==> src/rtl/instr_fetch_if.sv <==
// Fetch-side bundle: instruction-memory load/read ports plus the decode/execute handshake.
// The master modport is the fetch controller; the slave modport is the memory/decode side.
interface instr_fetch_if #(
   parameter int ADDR_W = 9,
   parameter int DATA_W = 16
);
   logic              fin_file;
   logic [DATA_W-1:0] return_instr_line;
   logic              read_file;
   logic              read_memory;
   logic [ADDR_W-1:0] pos;
   logic              fetch_en;
   logic              instr_ready;
   logic              branch_taken;
   logic [ADDR_W-1:0] branch_target;
   logic [DATA_W-1:0] instr;
   logic [ADDR_W-1:0] instr_pc;
   logic              instr_valid;
   logic              load_done;
   logic [ADDR_W:0]   prog_len;
   logic              load_overflow;
   logic              done;

   modport master (
      input  fin_file, return_instr_line, fetch_en, instr_ready, branch_taken, branch_target,
      output read_file, read_memory, pos, instr, instr_pc, instr_valid,
             load_done, prog_len, load_overflow, done
   );

   modport slave (
      output fin_file, return_instr_line, fetch_en, instr_ready, branch_taken, branch_target,
      input  read_file, read_memory, pos, instr, instr_pc, instr_valid,
             load_done, prog_len, load_overflow, done
   );
endinterface

==> src/rtl/instr_fetch.sv <==
// Instruction fetch controller: loads the program file into instruction memory, then
// streams instructions to decode over a valid/ready handshake with branch redirects.
module instr_fetch #(
   parameter int ADDR_W    = 9,
   parameter int DATA_W    = 16,
   parameter int MEM_DEPTH = 400
) (
   input  logic           clk,
   input  logic           rst,
   instr_fetch_if.master  bus
);
   typedef enum logic [0:0] {S_LOAD, S_FETCH} state_t;

   localparam logic [ADDR_W:0]   DEPTH = (ADDR_W+1)'(MEM_DEPTH);
   localparam logic [ADDR_W:0]   LEN_ONE = (ADDR_W+1)'(1);
   localparam logic [ADDR_W-1:0] PC_ONE  = ADDR_W'(1);

   state_t            r_state;
   state_t            w_next_state;
   logic [ADDR_W-1:0] r_pc;
   logic [ADDR_W-1:0] r_instr_pc;
   logic [ADDR_W:0]   r_prog_len;
   logic              r_instr_valid;
   logic              r_load_overflow;
   logic              w_read_file;
   logic              w_issue;
   logic              w_overflow_hit;
   logic              w_pc_in_range;
   logic [DATA_W-1:0] w_instr;

   assign w_pc_in_range = ({1'b0, r_pc} < r_prog_len);

   // NOTE: every signal written here gets a default first so no path leaves it unassigned (no latch).
   always_comb begin
      w_next_state   = r_state;
      w_read_file    = 1'b0;
      w_issue        = 1'b0;
      w_overflow_hit = 1'b0;
      case (r_state)
         S_LOAD: begin
            // rst gates the request so nothing is asked of memory while reset is held
            w_read_file = rst & ~bus.fin_file & (r_prog_len < DEPTH);
            if (bus.fin_file) begin
               w_next_state = S_FETCH;
            end else if (r_prog_len >= DEPTH) begin
               w_overflow_hit = 1'b1;
               w_next_state   = S_FETCH;
            end
         end
         S_FETCH: begin
            w_issue = bus.fetch_en & ~bus.branch_taken & w_pc_in_range &
                      (~r_instr_valid | bus.instr_ready);
         end
         default: w_next_state = S_LOAD;
      endcase
   end

   // NOTE: sequential state uses non-blocking assignments so all registers update together.
   always_ff @(posedge clk or negedge rst) begin
      if (!rst) r_state <= S_LOAD;
      else      r_state <= w_next_state;
   end

   always_ff @(posedge clk or negedge rst) begin
      if (!rst) begin
         r_pc            <= '0;
         r_instr_pc      <= '0;
         r_prog_len      <= '0;
         r_instr_valid   <= 1'b0;
         r_load_overflow <= 1'b0;
      end else begin
         case (r_state)
            S_LOAD: begin
               if (w_read_file)    r_prog_len      <= r_prog_len + LEN_ONE;
               if (w_overflow_hit) r_load_overflow <= 1'b1;
            end
            S_FETCH: begin
               // redirect squashes whatever is presented, even if decode accepts it this cycle
               if (bus.branch_taken) begin
                  r_pc          <= bus.branch_target;
                  r_instr_valid <= 1'b0;
               end else if (w_issue) begin
                  r_pc          <= r_pc + PC_ONE;
                  r_instr_pc    <= r_pc;
                  r_instr_valid <= 1'b1;
               end else if (r_instr_valid && bus.instr_ready) begin
                  r_instr_valid <= 1'b0;
               end
            end
            default: ;
         endcase
      end
   end

   // memory holds its read data while read_memory is low, so instr stays stable on a stall
   assign w_instr           = bus.return_instr_line;
   assign bus.instr         = w_instr;
   assign bus.read_file     = w_read_file;
   assign bus.read_memory   = w_issue;
   assign bus.pos           = r_pc;
   assign bus.instr_pc      = r_instr_pc;
   assign bus.instr_valid   = r_instr_valid;
   assign bus.load_done     = (r_state == S_FETCH);
   assign bus.prog_len      = r_prog_len;
   assign bus.load_overflow = r_load_overflow;
   assign bus.done          = (r_state == S_FETCH) & ~w_pc_in_range & ~r_instr_valid;
endmodule

==> src/flat_wrapper.sv <==
// flat-port wrapper written by rule: the top's interface ports become plain ports
module instr_fetch_flat 
#(
   parameter int ADDR_W    = 9,
   parameter int DATA_W    = 16,
   parameter int MEM_DEPTH = 400
)
  (clk, rst, bus_fin_file, bus_return_instr_line, bus_fetch_en, bus_instr_ready, bus_branch_taken, bus_branch_target, bus_read_file, bus_read_memory, bus_pos, bus_instr, bus_instr_pc, bus_instr_valid, bus_load_done, bus_prog_len, bus_load_overflow, bus_done);
  instr_fetch_if #(.ADDR_W(ADDR_W), .DATA_W(DATA_W)) bus_i ();
  input  logic clk;
  input  logic rst;
  input wire logic [$bits(bus_i.fin_file)-1:0] bus_fin_file;
  input wire logic [$bits(bus_i.return_instr_line)-1:0] bus_return_instr_line;
  input wire logic [$bits(bus_i.fetch_en)-1:0] bus_fetch_en;
  input wire logic [$bits(bus_i.instr_ready)-1:0] bus_instr_ready;
  input wire logic [$bits(bus_i.branch_taken)-1:0] bus_branch_taken;
  input wire logic [$bits(bus_i.branch_target)-1:0] bus_branch_target;
  output wire logic [$bits(bus_i.read_file)-1:0] bus_read_file;
  output wire logic [$bits(bus_i.read_memory)-1:0] bus_read_memory;
  output wire logic [$bits(bus_i.pos)-1:0] bus_pos;
  output wire logic [$bits(bus_i.instr)-1:0] bus_instr;
  output wire logic [$bits(bus_i.instr_pc)-1:0] bus_instr_pc;
  output wire logic [$bits(bus_i.instr_valid)-1:0] bus_instr_valid;
  output wire logic [$bits(bus_i.load_done)-1:0] bus_load_done;
  output wire logic [$bits(bus_i.prog_len)-1:0] bus_prog_len;
  output wire logic [$bits(bus_i.load_overflow)-1:0] bus_load_overflow;
  output wire logic [$bits(bus_i.done)-1:0] bus_done;
  assign bus_i.fin_file = bus_fin_file;
  assign bus_i.return_instr_line = bus_return_instr_line;
  assign bus_i.fetch_en = bus_fetch_en;
  assign bus_i.instr_ready = bus_instr_ready;
  assign bus_i.branch_taken = bus_branch_taken;
  assign bus_i.branch_target = bus_branch_target;
  assign bus_read_file = bus_i.read_file;
  assign bus_read_memory = bus_i.read_memory;
  assign bus_pos = bus_i.pos;
  assign bus_instr = bus_i.instr;
  assign bus_instr_pc = bus_i.instr_pc;
  assign bus_instr_valid = bus_i.instr_valid;
  assign bus_load_done = bus_i.load_done;
  assign bus_prog_len = bus_i.prog_len;
  assign bus_load_overflow = bus_i.load_overflow;
  assign bus_done = bus_i.done;
  instr_fetch #(.ADDR_W(ADDR_W), .DATA_W(DATA_W), .MEM_DEPTH(MEM_DEPTH)) u_core (.clk(clk), .rst(rst), .bus(bus_i));
endmodule
==> config.mk <==
export PLATFORM = sky130hd
export DESIGN_NAME = instr_fetch_flat
export DESIGN_NICKNAME = d
export VERILOG_FILES = /design/src/rtl/instr_fetch_if.sv /design/src/rtl/instr_fetch.sv /design/src/flat_wrapper.sv
export SDC_FILE = /design/constraint.sdc
export NUM_CORES = 1
export LEC_CHECK = 0
export ABC_AREA = 1
export CORE_UTILIZATION = 30
export DETAILED_ROUTE_END_ITERATION = 7
export DONT_BUFFER_PORTS = 1
export PLACE_DENSITY = 0.47
export SYNTH_ARGS = -nofsm -noshare
export SYNTH_HDL_FRONTEND = slang
export SYNTH_SLANG_ARGS = --single-unit
==> constraint.sdc <==
create_clock -name clk -period 3.6 [get_ports clk]
set_input_delay 0.72 -clock clk [delete_from_list [all_inputs] [get_ports clk]]
set_output_delay 0.72 -clock clk [all_outputs]
set_load 0.01 [all_outputs]
==> metrics, run 1 <==
result of the run=completed; Hold Violations, Final=0; Worst-Margin Slew=0.6938 ns; fin. max-slew vios=0; total track usage=0.1459; max_slew headroom=0.5375; Crit path required time=2.88 ns; initial antenna violation count=0; Final period util=0.7698; reg-to-reg slack, setup=1.47 ns; crit path to=bus_read_memory; CORE AREA=6026 um2; vias post-DR=1448; Post-Syn Area=1908 um2; NumNets Final=273; WP data arrival=2.05 ns; post-synthesis xor/xnor area fraction=0.04131; vias per cell=4.732; startpoint types=flip-flop; Critical Path Fanout Max=18; post-synthesis mux area share=0; post_cts resized=0; CP peak stage delay=0.51 ns; first-pass GRT wire length=7196 um; DRT iter0 DRCs=43; Critical R2R Launch=u_core.bus.prog_len[4]$_DFFE_PN0P_; Starting Density=0.3167; VDD IR max=165.9 uV; min Tclk post-route=2.771 ns; Hold/Removal Path Class=in -> async; Wirelength per Cell=14.54 um; Hold Buf Count CTS=0; Filler cells=670; DRT Pass-1 Iters=4; post-CTS setup buffers=0; Synth Area in Simple Gates=0.2846; Port Buffer Count=0; FF-to-FF End=u_core.bus.pos[5]$_DFFE_PN0P_; DRT Wirelength=4450 um; register area share after synthesis=0.4066; die area=6683 um2; worst clock skew=0.003262 ns; LEAKAGE=1.030 nW; Cell Area, Placed=1858 um2; critical path, cell by cell=inv_1, ha_1, nand2_1, inv_1, nand2_1, nand2_1, nand2_1, nand4_4, inv_1; Clock Path Buffers=2; vias in the first global route=1472; Inserted Clock Buffers=5; most frequent cell on the critical path=nand2_1; Yosys cell types=24; Avg Cell Area, Syn=7.788 um2; clock sinks=31; drt drc=0; Syn Nets=287; Die Y=81.75 um; Critical Path Sink Type=output pin; worst skew pair latency=0.28 ns; Syn. warnings=0; commonest non-fill, non-tap cell in the layout=nand2_1; Synth Area in Compound Gates=0.06426; Setup TNS Final=0 ns; cell count after synthesis=245; total grt overflow=0; Placed Cells incl. Taps=299; fin cells=306; Final Cell Area=1946 um2; post-synthesis adder-cell area fraction=0.07213; Power Density=460.0 nW/um2; worst reg2reg path depth=12; row count=28; max_cap viols=0; GP Congestion=0.7444; area of the multi-input gates=882.1 um2; DIE WIDTH=81.75 um; Layout area overhead=1.967%; Detailed Place HPWL=3295 um; Reg area=775.7 um2; layout cells sized above 1=0.06926; most frequent cells in the layout=nand2_1 (79), dfrtp_1 (31), inv_1 (26), nand3_1 (22), ha_1 (11); clock root cell=clkbuf_8; FF+latch count, synth=31; Critical Path Source=u_core.bus.prog_len[4]$_DFFE_PN0P_; Setup-failing EPs final=0; Ant. Diodes=0; H-tree levels=2; Worst-path clk slew=0.07 ns; slowest cell on the critical path=dfrtp_1; largest net degree at the start of global routing=33; RSZ-0062 raised after global routing=false; Crit Path Category=reg -> out; ANT nets after route=0; main combinational cell family by area after synthesis=simple AND/OR/NAND/NOR gates; I/O Pins=81; CTS tree=built; fmax=0.3609 GHz
==> per-layer routing <==
| layer | vias up | routed length, um | track usage |
|---|---|---|---|
| met5 | - | 0 | 0 |
| met3 | 8 | 399 | 0.05222 |
| met2 | 34 | 1904 | 0.2198 |
| met4 | 0 | 72 | 0.06316 |
| li1 | 738 | - | - |
| met1 | 668 | 2074 | 0.1868 |
==> area by class of cell <==
type                       count  share of cell area
multi-input combinational    165              0.4534
clock inverter                 1            0.002572
sequential                    31              0.3987
inverter                      28             0.05466
clock buffer                   6             0.04244
tap                           75             0.04823
==> how the worst min path moves through the flow <==
stage               start                                  to  slack (ns)
floorplan             rst  u_core.bus.instr_pc[0]$_DFFE_PN0P_        0.42
CTS                   rst  u_core.bus.prog_len[8]$_DFFE_PN0P_        0.12
global route          rst      u_core.bus.load_done$_DFF_PN0_        0.11
finish                rst  u_core.bus.prog_len[6]$_DFFE_PN0P_        0.12
global placement      rst  u_core.bus.prog_len[8]$_DFFE_PN0P_        0.43
detailed placement    rst  u_core.bus.prog_len[8]$_DFFE_PN0P_        0.43
==> report_power, final <==
group | switching, mW | internal, mW | total (mW) | leakage [nW]
Clock | 0.135 | 0.150 | 0.285 | 0.0470
Combinational | 0.0789 | 0.0527 | 0.132 | 0.612
Sequential | 0.0848 | 0.394 | 0.479 | 0.372
Total | 0.298 | 0.597 | 0.895 | 1.03
==> critical path: cells and delay by family, from the launching register on <==
kind | cells | cell delay, ns
simple gates | 5 | 0.54
flops | 1 | 0.51
buf+inv | 3 | 0.41
fa+ha+maj | 1 | 0.31
==> flip-flops by register name (all words and copies together) (netlist names) <==
| name | count |
|---|---|
| u_core.bus.pos | 9 |
| u_core.bus.prog_len | 10 |
| u_core.bus.load_done | 1 |
| u_core.bus.instr_pc | 9 |
| u_core.bus.load_overflow | 1 |
| u_core.bus.instr_valid | 1 |
==> kinds of logic after synthesis <==
group | count (synthesis)
adder cells (fa/ha/maj) | 11
buffers and inverters | 49
flip-flops | 31
AND/OR/NAND/NOR | 123
XOR/XNOR | 9
AO/OA/AOI/OAI | 22
==> metrics by stage <==
stage / setup WS, ns / power [mW] / util / hold WS (ns)
5_1_grt: 0.6061 / 0.9528 / 0.3229 / 0.1052
3_5_place_dp: 1.145 / 0.6196 / 0.3083 / 0.4254
4_1_cts: 0.8206 / 0.9071 / 0.3229 / 0.1165
2_1_floorplan: 1.436 / 0.5947 / - / 0.4244
6_report: 0.8288 / 0.8951 / 0.3229 / 0.1230
3_3_place_gp: 1.157 / 0.6176 / 0.3083 / 0.4254
==> cell usage after synthesis, drive strengths merged <==
cell    instances  share of area
a21oi           3         0.0079
a31o            1         0.0046
dfrtp          31           0.41
nor3            4          0.010
nor2           11          0.023
clkinv          1         0.0026
o21ai          16          0.042
inv            27          0.053
clkbuf          3         0.0059
nand3          23          0.063
buf            18          0.070
nand2          81           0.17
ha             11          0.072
nand4           4          0.021
a21boi          1         0.0059
o211ai          1         0.0039
xor2            9          0.041
Power figures use the tool's default switching activity.
==> inputs of run 2 (changes only) <==
Settings changed: PLACE_DENSITY 0.47 to 0.48.
Clock period 3.6 ns to 2.5 ns, I/O delays scaled along.
==> run 2 against run 1 <==
Routed wire length rose by 2.6%. Flip-flop and latch count did not move. First-iteration DRC count is 110% higher. Worst hold slack worse by 0.083 ns. Via count down 0.90%. Clock skew is 0.0066 ns higher. Non-clock buffer count rose by 6. Total power up 46%. Worst setup slack worse by 0.67 ns. Sequential share of layout area is 1.1 points lower. Clock power up 40%. Utilization is 1.1 points higher. Critical path type unchanged.
==> metrics, run 2 (synthesis gave the netlist of run 1 again) <==
first-pass GRT wire length=7362 um; clock root cell=clkbuf_8; cell family with most CP delay=simple AND/OR/NAND/NOR gates; DIE WIDTH=81.75 um; Detailed Place HPWL=3471 um; CTS tree=built; Setup TNS Final=0 ns; RSZ-0062 raised after global routing=false; most frequent cell on the critical path=nand2_1; Crit path required time=2.00 ns; Placed Cells incl. Taps=304; Cell Area, Placed=1896 um2; slowest cell on the critical path=dfrtp_2; Hold/Removal Path Class=in -> async; max_slew headroom=0.7731; Layout area overhead=5.443%; Worst-path clk slew=0.07 ns; Wirelength per Cell=14.63 um; min Tclk post-route=2.336 ns; initial antenna violation count=0; Power Density=650.1 nW/um2; total track usage=0.1489; Final period util=0.9345; Place WS=0.3873 ns; Final Total Pwr=1.308 mW; fin cells=312; I/O Pins=81; DRT iter0 DRCs=92; DRT Pass-1 Iters=4; Crit Path Category=reg -> out; Setup-failing EPs final=0; Worst-Margin Slew=0.3403 ns; PnR worst setup slack=0.1638 ns; vias per cell=4.599; row count=28; max reg flops=10; ANT nets after route=0; max_cap viols=0; fin. max-slew vios=0; total grt overflow=0; worst clock skew=0.009822 ns; Die Y=81.75 um; Final Cell Area=2012 um2; Ant. Diodes=0; Hold Violations, Final=0; LEAKAGE=1.060 nW; CP Buf/Inv Count=3; Critical Path Fanout Max=7; Inserted Clock Buffers=5; DRT Wirelength=4566 um; VDD IR max=208.2 uV; NumNets Final=279; Clock Path Buffers=2; Starting Density=0.3167; largest net degree at the start of global routing=32; GP Congestion=0.7825; H-tree levels=2; layout cells sized above 1=0.1097; result of the run=completed; critical path, cell by cell=inv_1, ha_1, nand2_1, inv_1, nand2_1, nand2_1, nand2_1, nand4_4, inv_1; worst skew pair latency=0.28 ns; WP data arrival=1.84 ns; CORE AREA=6026 um2; vias in the first global route=1432; commonest non-fill, non-tap cell in the layout=nand2_1; fmax=0.4280 GHz; Critical Path Sink Type=output pin; WHS=0.04023 ns; Util after Layout=0.3339; clock sinks=31; most frequent cells in the layout=nand2_1 (79), dfrtp_1 (28), inv_1 (26), nand3_1 (22), ha_1 (11); die area=6683 um2; vias post-DR=1435; startpoint types=flip-flop; CP peak stage delay=0.43 ns; drt drc=0; Port Buffer Count=0
==> run 2: cell types whose count changed in the layout (fill, tap and decap cells not counted), sizes merged <==
cell / change
buf: +6
==> run 2: path summary, 6_finish.rpt <==
check	start	end	slack, ns	cells past startpoint
worst max-delay path	u_core.bus.prog_len[5]$_DFFE_PN0P_	bus_read_memory	0.16	9
worst min-delay path	rst	u_core.bus.pos[7]$_DFFE_PN0P_	0.04	1
worst max register to register	u_core.bus.prog_len[5]$_DFFE_PN0P_	u_core.bus.pos[8]$_DFFE_PN0P_	0.62	12
worst min register to register	u_core.bus.prog_len[7]$_DFFE_PN0P_	u_core.bus.prog_len[7]$_DFFE_PN0P_	0.54	1
max in group asynchronous	rst	u_core.bus.prog_len[4]$_DFFE_PN0P_	2.28	1
min in group clk	bus_fin_file	u_core.bus.load_done$_DFF_PN0_	0.38	2
==> run 2: per-layer routing <==
metal,up-vias,GRT usage,wire (um)
met4,0,0.05263,44
li1,747,-,-
met2,48,0.2157,2026
met3,9,0.05333,381
met1,631,0.2025,2114
met5,-,0,0
==> run 2: layout make-up <==
cell class | count | area [um2]
Clock inverter | 1 | 5.005
Fill cell | 659 | 4014
Clock buffer | 6 | 82.58
Multi-Input combinational cell | 165 | 887.1
Inverter | 28 | 106.4
Tap cell | 75 | 93.84
Timing Repair Buffer | 6 | 57.56
Sequential cell | 31 | 779.5
==> run 2: power by group <==
part           switching (mW)  internal [mW]  leakage, nW  total [mW]
sequential              0.102          0.568        0.367       0.670
combinational           0.147         0.0909        0.646       0.238
clock                   0.184          0.216       0.0470       0.400
total                   0.434          0.874         1.06        1.31
==> run 2: what timing repair did <==
action                                 CTS  global route
endpoints found under the hold margin   31             0
resized for setup                        0             4
hold buffers                             1             0
setup endpoints to repair                0             2
buffers inserted                         0             0
==> edit (settings of run 2) <==
Reset style: synchronous (`rst`), changed in 2 clocked blocks.
--- a/src/rtl/instr_fetch.sv
+++ b/src/rtl/instr_fetch.sv
@@ -58,3 +58,3 @@
    // NOTE: sequential state uses non-blocking assignments so all registers update together.
-   always_ff @(posedge clk or negedge rst) begin
+   always_ff @(posedge clk) begin
       if (!rst) r_state <= S_LOAD;
@@ -63,3 +63,3 @@
 
-   always_ff @(posedge clk or negedge rst) begin
+   always_ff @(posedge clk) begin
       if (!rst) begin
Formal check against the unedited RTL: differs if rst is asserted again (counterexample within 4 cycles, from zero or initial values and one cycle with rst low); with rst held inactive, the same outputs for 10 cycles.
==> edit against run 2 <==
Sequential cell count unchanged. Setup slack better by 17 ps. Area after synthesis down 0.13%. Routed wire length up 6.2%. Fmax up 0.72%. First-iteration DRC count down 33%. Via count up 12%. Power down 17%. Sequential power down 19%. Die area down 0.12%. Worst hold slack better by 280 ps. Final area down 2.7%. Global-route usage up 0.65 points. Register-to-register slack worse by 140 ps. Largest cell class unchanged.
==> edit: results (changes against run 2) <==
[grt]
grt_usage_pct=15.5  ; +0.65 points
antenna_found_initial=0  ; unchanged
gr-total-overflow=0  ; unchanged
met3_usage_pct=5.78  ; +0.44 points
grt_start_max_net_pins=26  ; -19%
grtUsageMet1_pct=20.5  ; +0.30 points
grt_pass1_vias=1471  ; +2.7%
use_met2_pct=22.9  ; +1.3 points
grt_pass1_wl_um=7600  ; +3.3%

[clocking]
clockBufferDepth=2  ; unchanged
cts_root_buf=clkbuf_8
path_clk_slew_ps=60

[worst_setup_path]
cp_slowest_cell=dfxtp_1
arrival_ps=1820  ; -20 ps
r2r_slack_ps=480  ; -140 ps
path_max_fanout=9  ; +2
slowest_delay_ps=440
startpoint=u_core.bus.prog_len[5]$_SDFFE_PN0P_
r2r-end=u_core.bus.pos[5]$_SDFFE_PN0P_
reg2reg_depth=13  ; +1
crit_end=bus_read_memory

[pwr]
ir_worst_vdd_mv=0.224  ; +7.4%
leakage_uw=0.000887  ; -16%

[logic_synthesis]
ys_async_sr_fraction_pct=0  ; -100 points
synthCells=271  ; +11%
syn_nets=313  ; +9.1%
synth_common_cells=nand2_1 (53), dfxtp_1 (31), inv_1 (30), nor2_1 (30), o21ai_0 (19)
synth_area_leaders=dfxtp_1 (33%), nand2_1 (10%), ha_1 (7.2%)
ys_types=33  ; +38%
ys_seq_area_share_pct=32.6  ; -8.1 points

[cells_and_area]
largest_reg_flops=10  ; unchanged
n_antenna_cell=0  ; unchanged
fillers=684  ; +3.8%
nNetsFinal=303  ; +8.6%
drive_gt1_share_pct=11.9  ; +0.95 points
stdcell_count=335  ; +7.4%

[timing]
fin_skew_ps=6.33  ; -3.49 ps
hold_viol_final=0  ; unchanged
worst_pin_slew_ps=529  ; +189 ps

[worst_hold_path]
hold_class=in2reg

[place]
globalplace.congestion=0.871  ; +11%
dp_cells=329  ; +8.2%
portBuffers=0  ; unchanged
hpwl_um=3630  ; +4.7%

[drt]
drtIter0Drc=62  ; -33%
wl_per_cell_um=14.5  ; -1.1%
avgViaCountPerCell=4.78  ; +3.9%

[outcome]
outcome=finished clean

[edit: cell types whose count changed after synthesis, moves of 11 or more]
cell,delta
dfrtp_1,-31
nand2_1,-26
nor2_1,+20
dfxtp_1,+31
o21ai_0,+11
a21oi_1,+15
[edit: cell families (layout without fill, tap and decap cells)]
group	after synthesis	after routing	share of synthesized area, %
AO/OA/AOI/OAI	43	43	12.0
XOR/XNOR	3	3	1.38
adder cells (fa/ha/maj)	11	11	7.22
buffers and inverters	59	48	16.5
flip-flops	31	31	32.6
AND/OR/NAND/NOR	124	124	30.4
[edit: routing by layer]
layer	vias up	wire, µm
li1	833	-
met1	715	2260
met2	47	2110
met3	6	422
met4	0	56
met5	-	0
[edit: how the worst min path moves through the flow]
| stage | endpoint | start | depth (start not counted) |
|---|---|---|---|
| after CTS | u_core.bus.prog_len[9]$_SDFFE_PN0P_ | rst | 2 |
| after detailed placement | u_core.bus.load_overflow$_SDFFE_PN0P_ | u_core.bus.load_overflow$_SDFFE_PN0P_ | 1 |
| after global routing | u_core.bus.prog_len[9]$_SDFFE_PN0P_ | rst | 2 |
| after floorplan | u_core.bus.prog_len[9]$_SDFFE_PN0P_ | u_core.bus.prog_len[9]$_SDFFE_PN0P_ | 2 |
| final | u_core.bus.prog_len[9]$_SDFFE_PN0P_ | rst | 2 |
| after global placement | u_core.bus.load_overflow$_SDFFE_PN0P_ | u_core.bus.load_overflow$_SDFFE_PN0P_ | 1 |
[edit: what timing repair did]
item,4_1_cts,5_1_grt
resized for setup,0,5
setup buffers,0,0
endpoints found under the setup margin,0,2
[edit: per-stage QoR]
step / power (µW) / worst slack [ps] / cell area (µm²) / hold slack (ps) / utilization [%]
6_report: 1080 / 181 / 1960 / 323 / 32.5
4_1_cts: 1100 / 48.5 / 1950 / 315 / 32.3
3_3_place_gp: 726 / 407 / 1870 / 520 / 31.1
2_1_floorplan: 715 / 443 / 1910 / 498 / -
3_5_place_dp: 726 / 369 / 1870 / 527 / 31.1
5_1_grt: 1150 / 18.3 / 1960 / 318 / 32.5
[edit: report_power, final]
group          internal [µW]  switching, µW  leakage (µW)  total (µW)
registers                515           30.7      0.000253         546
clock network            185            182     0.0000371         368
logic                   63.2            106      0.000597         169
total                    764            319      0.000887        1080
[edit: worst register-to-register path: stages (launching register included)]
cell and delay [ps]:
dfxtp_1 440, inv_1 110, ha_1 320, nand2_1 80, inv_1 40, nand2_1 50
nand2_1 50, nand2_1 90, nand4_2 210, nand2_4 170, nand2_4 110, inv_1 170
nor2_1 50, nor2_1 90
[edit: layout make-up]
type | count | area share (%)
inverter | 34 | 6.77
sequential | 31 | 31.8
clock buffer | 6 | 3.71
tap | 75 | 4.79
multi-input combinational | 181 | 49.8
timing repair buffer | 8 | 3.07
